## config.mk

```make
export PLATFORM = sky130hd
export DESIGN_NAME = keypad_pw_encoder
export DESIGN_NICKNAME = d
export VERILOG_FILES = /design/src/rtl/keypad_pw_encoder.sv
export SDC_FILE = /design/constraint.sdc
export NUM_CORES = 1
export LEC_CHECK = 0
export ABC_CLOCK_PERIOD_IN_PS = 2760
export CORE_MARGIN = 10
export CORE_UTILIZATION = 58
export DETAILED_ROUTE_END_ITERATION = 8
export PLACE_DENSITY = 0.79
export SETUP_SLACK_MARGIN = 0.1
export SLEW_MARGIN = 15
export SYNTH_ARGS = -nofsm -noshare
export SYNTH_HDL_FRONTEND = slang
export SYNTH_SLANG_ARGS = --single-unit
```

## constraint.sdc

```tcl
create_clock -name clk -period 2.76 [get_ports clk]
set_input_delay 0.276 -clock clk [delete_from_list [all_inputs] [get_ports clk]]
set_output_delay 0.276 -clock clk [all_outputs]
set_load 0.1 [all_outputs]
```

## src/rtl/keypad_pw_encoder.sv

```systemverilog
// keypad_pw_encoder
//   Scans a 4x4 active-low matrix keypad, debounces one key at a time and
//   presents it to the password checker as a digit/strobe pair.
//
// Ports
//   clk          system clock, everything on the rising edge
//   rst_a        synchronous reset, active-high
//   col_in[3:0]  keypad columns, active-low, asynchronous to clk
//   row_out[3:0] keypad rows, active-low, exactly one bit low at all times
//   entrada_pw   code of the debounced key = row*4 + col (upper bits 0)
//   enable_data  high while a debounced key is held
//   state_dbg    current FSM state (SCAN=0, DEBOUNCE=1, PRESSED=2, RELEASE=3)
//
// Interface to the password checker:
//   enable_data is a level "valid" with no ready/back-pressure. While it is
//   high, entrada_pw is stable. One rising edge of enable_data means exactly
//   one key press; entrada_pw only changes on that rising edge and otherwise
//   holds the last key.
module keypad_pw_encoder #(
  parameter int Bits         = 4,
  parameter int SCAN_DIV     = 1000,
  parameter int DEBOUNCE_CNT = 50000
) (
  input  logic            clk,
  input  logic            rst_a,
  input  logic [3:0]      col_in,
  output logic [3:0]      row_out,
  output logic [Bits-1:0] entrada_pw,
  output logic            enable_data,
  output logic [1:0]      state_dbg
);

  localparam int SCAN_W = (SCAN_DIV > 1) ? $clog2(SCAN_DIV) : 1;
  localparam int DEB_W  = (DEBOUNCE_CNT > 1) ? $clog2(DEBOUNCE_CNT) : 1;

  localparam logic [SCAN_W-1:0] SCAN_LAST = SCAN_W'(SCAN_DIV - 1);
  localparam logic [DEB_W-1:0]  DEB_LAST  = DEB_W'(DEBOUNCE_CNT - 1);

  localparam logic [1:0] ST_SCAN     = 2'd0;
  localparam logic [1:0] ST_DEBOUNCE = 2'd1;
  localparam logic [1:0] ST_PRESSED  = 2'd2;
  localparam logic [1:0] ST_RELEASE  = 2'd3;

  logic [1:0]        state;
  logic [1:0]        row_idx;
  logic [1:0]        key_row;
  logic [1:0]        key_col;
  logic [SCAN_W-1:0] scan_cnt;
  logic [DEB_W-1:0]  deb_cnt;
  logic [3:0]        col_meta;
  logic [3:0]        col_s;
  logic [1:0]        low_col;
  logic [3:0]        key_code;

  // Two-flop synchronizer. Resetting to all-high (no key) means a key held
  // through reset looks like a brand-new press and needs a full debounce.
  always_ff @(posedge clk) begin
    if (rst_a) begin
      col_meta <= 4'hF;
      col_s    <= 4'hF;
    end else begin
      col_meta <= col_in;
      col_s    <= col_meta;
    end
  end

  // Lowest-index low column wins when several keys in one row are down.
  always_comb begin
    low_col = 2'd3;
    if (!col_s[0])      low_col = 2'd0;
    else if (!col_s[1]) low_col = 2'd1;
    else if (!col_s[2]) low_col = 2'd2;
    else                low_col = 2'd3;
  end

  assign key_code  = {key_row, key_col};
  assign row_out   = ~(4'b0001 << row_idx);
  assign state_dbg = state;

  always_ff @(posedge clk) begin
    if (rst_a) begin
      state       <= ST_SCAN;
      row_idx     <= 2'd0;
      key_row     <= 2'd0;
      key_col     <= 2'd0;
      scan_cnt    <= '0;
      deb_cnt     <= '0;
      entrada_pw  <= '0;
      enable_data <= 1'b0;
    end else begin
      case (state)
        ST_SCAN: begin
          // Columns are only looked at on the last cycle of a row, by which
          // time the synchronizer has flushed anything from the previous row.
          if (scan_cnt == SCAN_LAST) begin
            scan_cnt <= '0;
            if (col_s == 4'hF) begin
              row_idx <= row_idx + 2'd1;
            end else begin
              key_row <= row_idx;
              key_col <= low_col;
              deb_cnt <= '0;
              state   <= ST_DEBOUNCE;
            end
          end else begin
            scan_cnt <= scan_cnt + SCAN_W'(1);
          end
        end

        ST_DEBOUNCE: begin
          if (!col_s[key_col]) begin
            if (deb_cnt == DEB_LAST) begin
              state       <= ST_PRESSED;
              entrada_pw  <= Bits'(key_code);
              enable_data <= 1'b1;
              deb_cnt     <= '0;
            end else begin
              deb_cnt <= deb_cnt + DEB_W'(1);
            end
          end else begin
            // Bounce or glitch: rescan the same row from the start.
            state    <= ST_SCAN;
            scan_cnt <= '0;
            deb_cnt  <= '0;
          end
        end

        ST_PRESSED: begin
          // Only the captured column matters; other keys are ignored.
          if (col_s[key_col]) begin
            enable_data <= 1'b0;
            deb_cnt     <= '0;
            state       <= ST_RELEASE;
          end
        end

        ST_RELEASE: begin
          // No path back to PRESSED from here, so release bounce can never
          // produce a second strobe.
          if (col_s != 4'hF) begin
            deb_cnt <= '0;
          end else if (deb_cnt == DEB_LAST) begin
            state    <= ST_SCAN;
            row_idx  <= row_idx + 2'd1;
            scan_cnt <= '0;
            deb_cnt  <= '0;
          end else begin
            deb_cnt <= deb_cnt + DEB_W'(1);
          end
        end

        default: state <= ST_SCAN;
      endcase
    end
  end

endmodule

```

==> run_summary.xml, run 1 <==
<?xml version="1.0" encoding="UTF-8"?>
<metrics>
  <group name="cts">
    <metric name="post_cts_buffers" unit="">0</metric>
    <metric name="ctsLongestPathBuffers" unit="">2</metric>
    <metric name="h-tree-depth" unit="">2</metric>
    <metric name="clkLatencyLatePin" unit="ns">0.30</metric>
    <metric name="cts.root.buffer_cell" unit="">sky130_fd_sc_hd__clkbuf_8</metric>
    <metric name="cts.repair.resized" unit="">0</metric>
    <metric name="clock-sinks" unit="">47</metric>
    <metric name="ctsHoldBuffers" unit="">0</metric>
    <metric name="tritoncts" unit="">yes</metric>
    <metric name="cts.clk_slew.worst_paths" unit="ns">0.09</metric>
    <metric name="number_of_cts_inserted_buffers" unit="">5</metric>
  </group>
  <group name="sta">
    <metric name="timing.final.max_slew_violations" unit="">0</metric>
    <metric name="final_hold_viol_count" unit="">0</metric>
    <metric name="clock.fmax" unit="MHz">457.8</metric>
    <metric name="fin_setup_tns" unit="ns">0</metric>
    <metric name="max_slew_margin" unit="%">48.32</metric>
    <metric name="layout_min_cycle_time" unit="ns">2.184</metric>
    <metric name="layout_worst_path_cycle_share" unit="%">79.14</metric>
    <metric name="worst_clock_skew" unit="ns">0.009315</metric>
    <metric name="measured_slew_at_the_worst_slew_check_pin" unit="ns">0.7692</metric>
    <metric name="rsz0062_at_grt" unit="">no</metric>
    <metric name="setup_viol" unit="">0</metric>
  </group>
  <group name="critical_path">
    <metric name="critical_path.endpoint_type" unit="">flip-flop</metric>
    <metric name="maximum_fanout_encountered_on_the_critical_timing_path" unit="">13</metric>
    <metric name="required" unit="ns">3.00</metric>
    <metric name="crit-reg2reg-launch" unit="">scan_cnt[0]$_SDFFE_PP0P_</metric>
    <metric name="cp_data_arrival_time" unit="ns">2.42</metric>
    <metric name="setup.worst_path.class" unit="">reg2reg</metric>
    <metric name="startpoint_type" unit="">flip-flop</metric>
    <metric name="cp-startpoint" unit="">scan_cnt[0]$_SDFFE_PP0P_</metric>
  </group>
  <group name="power">
    <metric name="power.leakage" unit="nW">0.9368</metric>
    <metric name="power.density" unit="nW/um^2">441.5</metric>
    <metric name="irDropWorstVdd" unit="mV">0.3469</metric>
  </group>
  <group name="die">
    <metric name="rows" unit="">23</metric>
    <metric name="die_y" unit="um">83.62</metric>
    <metric name="die_width" unit="um">83.62</metric>
    <metric name="io_pins" unit="">17</metric>
    <metric name="fp.coreArea" unit="sq um">3971</metric>
    <metric name="start_util" unit="%">59.11</metric>
    <metric name="die-area" unit="sq um">6991</metric>
  </group>
  <group name="yosys">
    <metric name="instance_count_of_the_mapped_netlist" unit="">273</metric>
    <metric name="synth_edf_count" unit="">0</metric>
    <metric name="synth_fp_nets" unit="">285</metric>
    <metric name="avgSynthCellArea" unit="sq um">8.598</metric>
    <metric name="yosys_warnings" unit="">0</metric>
    <metric name="post_synthesis_cell_area" unit="sq um">2347</metric>
    <metric name="synth_async_sr_flop_share" unit="%">0</metric>
    <metric name="postSynthRegisterBits" unit="">47</metric>
    <metric name="register_area_share_after_synthesis" unit="%">40.09</metric>
    <metric name="postSynth.topFlopCell" unit="">sky130_fd_sc_hd__dfxtp_1</metric>
    <metric name="yosys.cell_types.count" unit="">51</metric>
  </group>
  <group name="global_routing">
    <metric name="maximum_number_of_pins_on_one_net_before_global_route_repair" unit="">17</metric>
    <metric name="grt.total_usage" unit="%">14.04</metric>
    <metric name="gr-total-overflow" unit="">0</metric>
    <metric name="antenna_found_initial" unit="">0</metric>
    <metric name="grt_pass1_wl" unit="um">8542</metric>
    <metric name="first_global_vias" unit="">1847</metric>
  </group>
  <group name="detailed_routing">
    <metric name="finalWirelength" unit="um">4953</metric>
    <metric name="routed_wire_length_per_instance" unit="um">14.48</metric>
    <metric name="detail-route-antenna-nets" unit="">0</metric>
    <metric name="detailroute.via_count" unit="">2037</metric>
    <metric name="remaining_drc_errors" unit="">0</metric>
    <metric name="drt_pre_antenna_iters" unit="">4</metric>
    <metric name="drt_iter0_markers" unit="">201</metric>
    <metric name="detail_route.vias_per_cell" unit="">5.956</metric>
  </group>
  <group name="final_layout">
    <metric name="area_of_the_multi_input_gates" unit="sq um">1310</metric>
    <metric name="fin_nets" unit="">303</metric>
    <metric name="stdcell_count" unit="">342</metric>
    <metric name="layout-area-overhead-vs-synth" unit="%">11.99</metric>
    <metric name="layout.cells.most_common_list" unit="">sky130_fd_sc_hd__dfxtp_1, sky130_fd_sc_hd__nor2_1, sky130_fd_sc_hd__nand2_1</metric>
    <metric name="layout.cells.most_common" unit="">sky130_fd_sc_hd__dfxtp_1</metric>
    <metric name="share_of_final_layout_standard_cells_stronger_than_drive_strength_1" unit="%">16.10</metric>
    <metric name="stdcell_area" unit="sq um">2629</metric>
    <metric name="seqCellArea" unit="sq um">940.9</metric>
    <metric name="fillers" unit="">344</metric>
    <metric name="num_antenna_cells" unit="">0</metric>
  </group>
  <group name="run_status">
    <metric name="run_status" unit="">finished clean</metric>
  </group>
  <group name="place">
    <metric name="placedInstanceArea" unit="sq um">2536</metric>
    <metric name="numPlacedInstances" unit="">334</metric>
    <metric name="placement.io_buffers" unit="">16</metric>
    <metric name="routabilityCongestion" unit="">0.8593</metric>
    <metric name="post-dp-hpwl" unit="um">3581</metric>
  </group>
  <group name="min_path">
    <metric name="worst_hold_startpoint" unit="">col_meta[3]$_SDFF_PP1_</metric>
    <metric name="worstHoldPathType" unit="">reg2reg</metric>
  </group>
  <group name="job">
    <metric name="max_cap_violations" unit="">0</metric>
  </group>
</metrics>
## power by group
part / switching [mW] / leakage (nW) / internal [mW] / total (mW)
sequential: 0.00777 / 0.381 / 0.687 / 0.694
combinational: 0.0246 / 0.515 / 0.0213 / 0.0459
clock: 0.239 / 0.0408 / 0.181 / 0.420
## routing by layer
| layer | up-vias | wire length, um | track usage, % | share of wire [%] |
|---|---|---|---|---|
| met5 | - | 0 | 0 | 0 |
| met4 | 0 | 128 | 6.088 | 2.6 |
| met3 | 13 | 281 | 3.613 | 5.7 |
| met2 | 68 | 2351 | 22.93 | 47 |
| met1 | 939 | 2191 | 16.84 | 44 |
| li1 | 1017 | - | - | - |
## layout make-up
| class | count | share of cell area, % |
|---|---|---|
| sequential | 47 | 35.79 |
| inverter | 12 | 1.713 |
| timing repair buffer | 22 | 6.759 |
| clock buffer | 5 | 2.618 |
| tap | 50 | 2.380 |
| clock inverter | 3 | 0.9043 |
| multi-input combinational | 203 | 49.83 |
## critical path, stage by stage, from the launching register on
cell                       delay [ns]
sky130_fd_sc_hd__dfxtp_1         0.39
sky130_fd_sc_hd__ha_1            0.26
sky130_fd_sc_hd__nand4b_1        0.15
sky130_fd_sc_hd__nor4_1          0.28
sky130_fd_sc_hd__buf_4           0.25
sky130_fd_sc_hd__o211ai_1        0.15
sky130_fd_sc_hd__or4_1           0.49
sky130_fd_sc_hd__a21oi_1         0.14
## cell families after synthesis
family | after synthesis | synth area share [%]
flops | 47 | 40.09
buf+inv | 23 | 4.104
xor+xnor | 12 | 4.478
compound gates | 55 | 15.25
simple gates | 118 | 27.19
mux | 12 | 5.704
fa+ha+maj | 6 | 3.198
## synthesized netlist by cell type (all sizes together) (3+ instances only)
cell type | number | share of area [%]
inv | 11 | 1.8
clkbuf | 8 | 1.3
nor2 | 33 | 5.3
or2 | 11 | 2.9
nor3 | 12 | 2.6
buf | 3 | 0.91
nand4 | 3 | 1.1
xor2 | 10 | 3.7
and3 | 4 | 1.1
a21oi | 15 | 3.4
mux2i | 10 | 4.3
nand2 | 19 | 3.1
o211ai | 7 | 2.2
ha | 6 | 3.2
dfxtp | 47 | 40
a31oi | 4 | 1.1
nor4 | 7 | 2.8
nand2b | 4 | 1.1
o21ai | 14 | 3.0
nand3 | 13 | 3.0
## registers in the layout (all words and copies together) (netlist names), named ones only
register,flops
col_meta,4
col_s,4
deb_cnt,16
enable_data,1
entrada_pw,4
key_col,2
key_row,2
row_idx,2
scan_cnt,10
state_dbg,1
## worst paths after layout
| check | endpoint | slack (ns) | depth (start not counted) |
|---|---|---|---|
| worst max-delay path | deb_cnt[7]$_SDFFE_PP0P_ | 0.58 | 7 |
| worst min-delay path | col_s[3]$_SDFF_PP1_ | 0.41 | 1 |
| worst max register to register | deb_cnt[7]$_SDFFE_PP0P_ | 0.58 | 7 |
| worst min register to register | col_s[3]$_SDFF_PP1_ | 0.41 | 1 |
## stage by stage
step | utilization [%] | setup WS [ns] | hold WS [ns] | power [mW]
floorplan | - | 0.1868 | 0.3798 | 0.7390
global placement | 63.86 | 0.5984 | 0.3912 | 0.7548
detailed placement | 63.86 | 0.6206 | 0.3942 | 0.7558
CTS | 66.19 | 0.5701 | 0.4098 | 1.168
global route | 66.19 | 0.3905 | 0.4133 | 1.200
finish | 66.19 | 0.5758 | 0.4062 | 1.161
(Power assumes the default switching activity.)
==> inputs of run 2 (changes only) <==
--- a/config.mk
+++ b/config.mk
@@ -5,7 +5,7 @@
 export SDC_FILE = /design/constraint.sdc
 export NUM_CORES = 1
 export LEC_CHECK = 0
-export ABC_CLOCK_PERIOD_IN_PS = 2760
+export ABC_CLOCK_PERIOD_IN_PS = 2100
 export CORE_MARGIN = 10
 export CORE_UTILIZATION = 58
 export DETAILED_ROUTE_END_ITERATION = 8
==> constraint.sdc (replaced) <==
create_clock -name clk -period 2.1 [get_ports clk]
set_input_delay 0.21 -clock clk [delete_from_list [all_inputs] [get_ports clk]]
set_output_delay 0.21 -clock clk [all_outputs]
set_load 0.1 [all_outputs]
==> run_summary.xml, run 2 (synthesis results as in run 1) <==
<?xml version="1.0" encoding="UTF-8"?>
<metrics>
  <group name="run_status">
    <metric name="run_status" unit="">finished clean</metric>
  </group>
  <group name="cts">
    <metric name="ctsHoldBuffers" unit="">0</metric>
    <metric name="number_of_cts_inserted_buffers" unit="">5</metric>
    <metric name="tritoncts" unit="">yes</metric>
    <metric name="h-tree-depth" unit="">2</metric>
    <metric name="cts.root.buffer_cell" unit="">sky130_fd_sc_hd__clkbuf_8</metric>
    <metric name="ctsLongestPathBuffers" unit="">2</metric>
    <metric name="cts.clk_slew.worst_paths" unit="ns">0.09</metric>
    <metric name="clkLatencyLatePin" unit="ns">0.31</metric>
    <metric name="clock-sinks" unit="">47</metric>
  </group>
  <group name="final_layout">
    <metric name="largest_register" unit="">deb_cnt</metric>
    <metric name="layout.cells.most_common_list" unit="">sky130_fd_sc_hd__buf_4, sky130_fd_sc_hd__dfxtp_1, sky130_fd_sc_hd__nor2_1</metric>
    <metric name="share_of_final_layout_standard_cells_stronger_than_drive_strength_1" unit="%">26.40</metric>
    <metric name="num_antenna_cells" unit="">0</metric>
    <metric name="layout-area-overhead-vs-synth" unit="%">24.63</metric>
    <metric name="fillers" unit="">299</metric>
    <metric name="largest_register_ffs" unit="">16</metric>
    <metric name="top_flop_regs" unit="">deb_cnt (16), scan_cnt (10)</metric>
    <metric name="stdcell_count" unit="">372</metric>
    <metric name="fin_nets" unit="">333</metric>
    <metric name="layout.cells.most_common" unit="">sky130_fd_sc_hd__buf_4</metric>
  </group>
  <group name="critical_path">
    <metric name="timing.critical_path.cells" unit="">ha_2, and3_1, nand4_4, buf_4, buf_4, nor3_1, o21ai_0, a21oi_1</metric>
    <metric name="worstReg2RegEnd" unit="">enable_data$_SDFFE_PP0P_</metric>
    <metric name="required" unit="ns">2.34</metric>
    <metric name="worst_path_largest_cell_delay" unit="ns">0.39</metric>
    <metric name="worst_r2r_path_depth" unit="">8</metric>
    <metric name="maximum_fanout_encountered_on_the_critical_timing_path" unit="">6</metric>
    <metric name="critical_path.endpoint_type" unit="">flip-flop</metric>
    <metric name="critical_path.most_common_cell" unit="">sky130_fd_sc_hd__buf_4</metric>
    <metric name="cp_data_arrival_time" unit="ns">2.18</metric>
    <metric name="crit-reg2reg-launch" unit="">deb_cnt[1]$_SDFFE_PP0P_</metric>
    <metric name="setup.worst_path.class" unit="">reg2reg</metric>
    <metric name="startpoint_type" unit="">flip-flop</metric>
    <metric name="crit_slowest_cell" unit="">sky130_fd_sc_hd__dfxtp_1</metric>
    <metric name="worst-r2r-setup-slack" unit="ns">0.16</metric>
  </group>
  <group name="detailed_routing">
    <metric name="detail_route.vias_per_cell" unit="">5.903</metric>
    <metric name="detailroute.via_count" unit="">2196</metric>
    <metric name="finalWirelength" unit="um">5430</metric>
    <metric name="drt_pre_antenna_iters" unit="">5</metric>
    <metric name="routed_wire_length_per_instance" unit="um">14.60</metric>
    <metric name="drt_iter0_markers" unit="">189</metric>
    <metric name="remaining_drc_errors" unit="">0</metric>
    <metric name="detail-route-antenna-nets" unit="">0</metric>
  </group>
  <group name="power">
    <metric name="power.leakage" unit="nW">1.127</metric>
    <metric name="pwr-share-clk" unit="%">35.4</metric>
    <metric name="power_switching" unit="mW">0.3465</metric>
    <metric name="internal_power" unit="mW">1.167</metric>
    <metric name="power_frac_seq" unit="%">60.0</metric>
    <metric name="share_comb_of_total_power" unit="%">4.6</metric>
    <metric name="total_power" unit="mW">1.513</metric>
    <metric name="irDropWorstVdd" unit="mV">0.5537</metric>
    <metric name="power.density" unit="nW/um^2">517.3</metric>
    <metric name="power_switching_share" unit="%">22.89</metric>
  </group>
  <group name="die">
    <metric name="die-area" unit="sq um">6991</metric>
    <metric name="start_util" unit="%">59.11</metric>
    <metric name="io_pins" unit="">17</metric>
    <metric name="fp.coreArea" unit="sq um">3971</metric>
    <metric name="die_width" unit="um">83.62</metric>
    <metric name="die_y" unit="um">83.62</metric>
    <metric name="rows" unit="">23</metric>
  </group>
  <group name="global_routing">
    <metric name="first_global_vias" unit="">2043</metric>
    <metric name="grt.total_usage" unit="%">15.42</metric>
    <metric name="gr-total-overflow" unit="">0</metric>
    <metric name="antenna_found_initial" unit="">0</metric>
    <metric name="maximum_number_of_pins_on_one_net_before_global_route_repair" unit="">36</metric>
    <metric name="grt_pass1_wl" unit="um">9287</metric>
  </group>
  <group name="min_path">
    <metric name="hold_end" unit="">col_s[1]$_SDFF_PP1_</metric>
    <metric name="worst_hold_startpoint" unit="">col_meta[1]$_SDFF_PP1_</metric>
    <metric name="worst_hold_path.num_cells" unit="">1</metric>
    <metric name="worstHoldPathType" unit="">reg2reg</metric>
  </group>
  <group name="place">
    <metric name="post-dp-hpwl" unit="um">3739</metric>
    <metric name="routabilityCongestion" unit="">0.9208</metric>
    <metric name="numPlacedInstances" unit="">355</metric>
    <metric name="placement.io_buffers" unit="">16</metric>
  </group>
  <group name="sta">
    <metric name="clock.fmax" unit="MHz">515.7</metric>
    <metric name="timing.final.max_slew_violations" unit="">0</metric>
    <metric name="max_slew_margin" unit="%">71.09</metric>
    <metric name="layout_min_cycle_time" unit="ns">1.939</metric>
    <metric name="rsz0062_at_grt" unit="">no</metric>
    <metric name="final_hold_viol_count" unit="">0</metric>
    <metric name="fin_setup_tns" unit="ns">0</metric>
    <metric name="layout_worst_path_cycle_share" unit="%">92.34</metric>
    <metric name="setup_viol" unit="">0</metric>
    <metric name="measured_slew_at_the_worst_slew_check_pin" unit="ns">0.4337</metric>
    <metric name="worst_clock_skew" unit="ns">0.007508</metric>
  </group>
  <group name="job">
    <metric name="max_cap_violations" unit="">0</metric>
  </group>
</metrics>
==> run 2: cell count changes in the layout (fill, tap and decap cells not counted), sizes merged <==
cell      previous run  this run
buf                 17        47
clkinv               1         2
inv                 12        11
clkbuf               5         6
clkinvlp             2         1
==> run 2: critical path, delay by kind of cell, from the launching register on <==
kind | cells | cell delay, ns
buffers and inverters | 2 | 0.32
DFF | 1 | 0.39
and+or+nand+nor | 3 | 0.64
adders and majority gates | 1 | 0.23
AOI/OAI and AO/OA | 2 | 0.30
==> run 2: per-stage QoR <==
| stage | worst slack, ns | cell area (sq um) | util (%) | hold WS, ns |
|---|---|---|---|---|
| 3_3_place_gp | 0.06348 | 2726 | 68.65 | 0.3910 |
| 4_1_cts | 0.1216 | 2831 | 71.30 | 0.4135 |
| 3_5_place_dp | 0.04973 | 2726 | 68.65 | 0.3928 |
| 6_report | 0.1608 | 2925 | 73.66 | 0.4130 |
| 5_1_grt | 0.02077 | 2925 | 73.66 | 0.4300 |
| 2_1_floorplan | 0.1076 | 2355 | - | 0.3138 |
==> run 2: timing repair <==
item	4_1_cts	5_1_grt
buffers inserted	1	8
resized for setup	2	10
pin swaps	1	6
setup endpoints to repair	2	30
==> run 2: per-layer routing <==
metal | track usage [%] | vias up | share of wire [%]
li1 | - | 1082 | -
met1 | 19.13 | 1030 | 45
met2 | 24.11 | 72 | 47
met3 | 4.492 | 12 | 5.9
met4 | 6.545 | 0 | 2.3
met5 | 0 | - | 0
==> run 2: how the worst max path moves through the flow <==
stage,from,to,slack (ns),cells after the start
2_1_floorplan,deb_cnt[5]$_SDFFE_PP0P_,row_idx[0]$_SDFFE_PP0P_,0.11,5
3_3_place_gp,deb_cnt[4]$_SDFFE_PP0P_,row_idx[0]$_SDFFE_PP0P_,0.06,5
3_5_place_dp,deb_cnt[4]$_SDFFE_PP0P_,row_idx[0]$_SDFFE_PP0P_,0.05,5
4_1_cts,key_col[0]$_SDFFE_PP0P_,deb_cnt[7]$_SDFFE_PP0P_,0.12,5
5_1_grt,deb_cnt[1]$_SDFFE_PP0P_,enable_data$_SDFFE_PP0P_,0.02,8
6_report,deb_cnt[1]$_SDFFE_PP0P_,enable_data$_SDFFE_PP0P_,0.16,8
==> run 2: area by class of cell <==
class	count	area, sq um	share of cell area, %
inverter	12	45.04	1.540
tap	50	62.56	2.139
sequential	47	954.7	32.63
clock buffer	6	72.57	2.481
timing repair buffer	52	427.9	14.63
multi-input combinational	203	1350	46.15
clock inverter	2	12.51	0.4277
==> run 2: power by group through the flow <==
stage / Sequential (mW) / Clock (mW) / Combinational (mW)
floorplan: 0.928 / 0 / 0.0403
global placement: 0.929 / 0 / 0.0684
detailed placement: 0.929 / 0 / 0.0693
CTS: 0.908 / 0.549 / 0.0696
global route: 0.910 / 0.577 / 0.0787
finish: 0.908 / 0.536 / 0.0697
==> inputs of run 3 (changes only) <==
--- a/config.mk
+++ b/config.mk
@@ -6,6 +6,7 @@
 export NUM_CORES = 1
 export LEC_CHECK = 0
 export ABC_CLOCK_PERIOD_IN_PS = 2100
+export CAP_MARGIN = 25
 export CORE_MARGIN = 10
 export CORE_UTILIZATION = 58
 export DETAILED_ROUTE_END_ITERATION = 8
==> results of run 3 <==
Same layout as run 2: the final DEF is identical, and so are final timing and power.
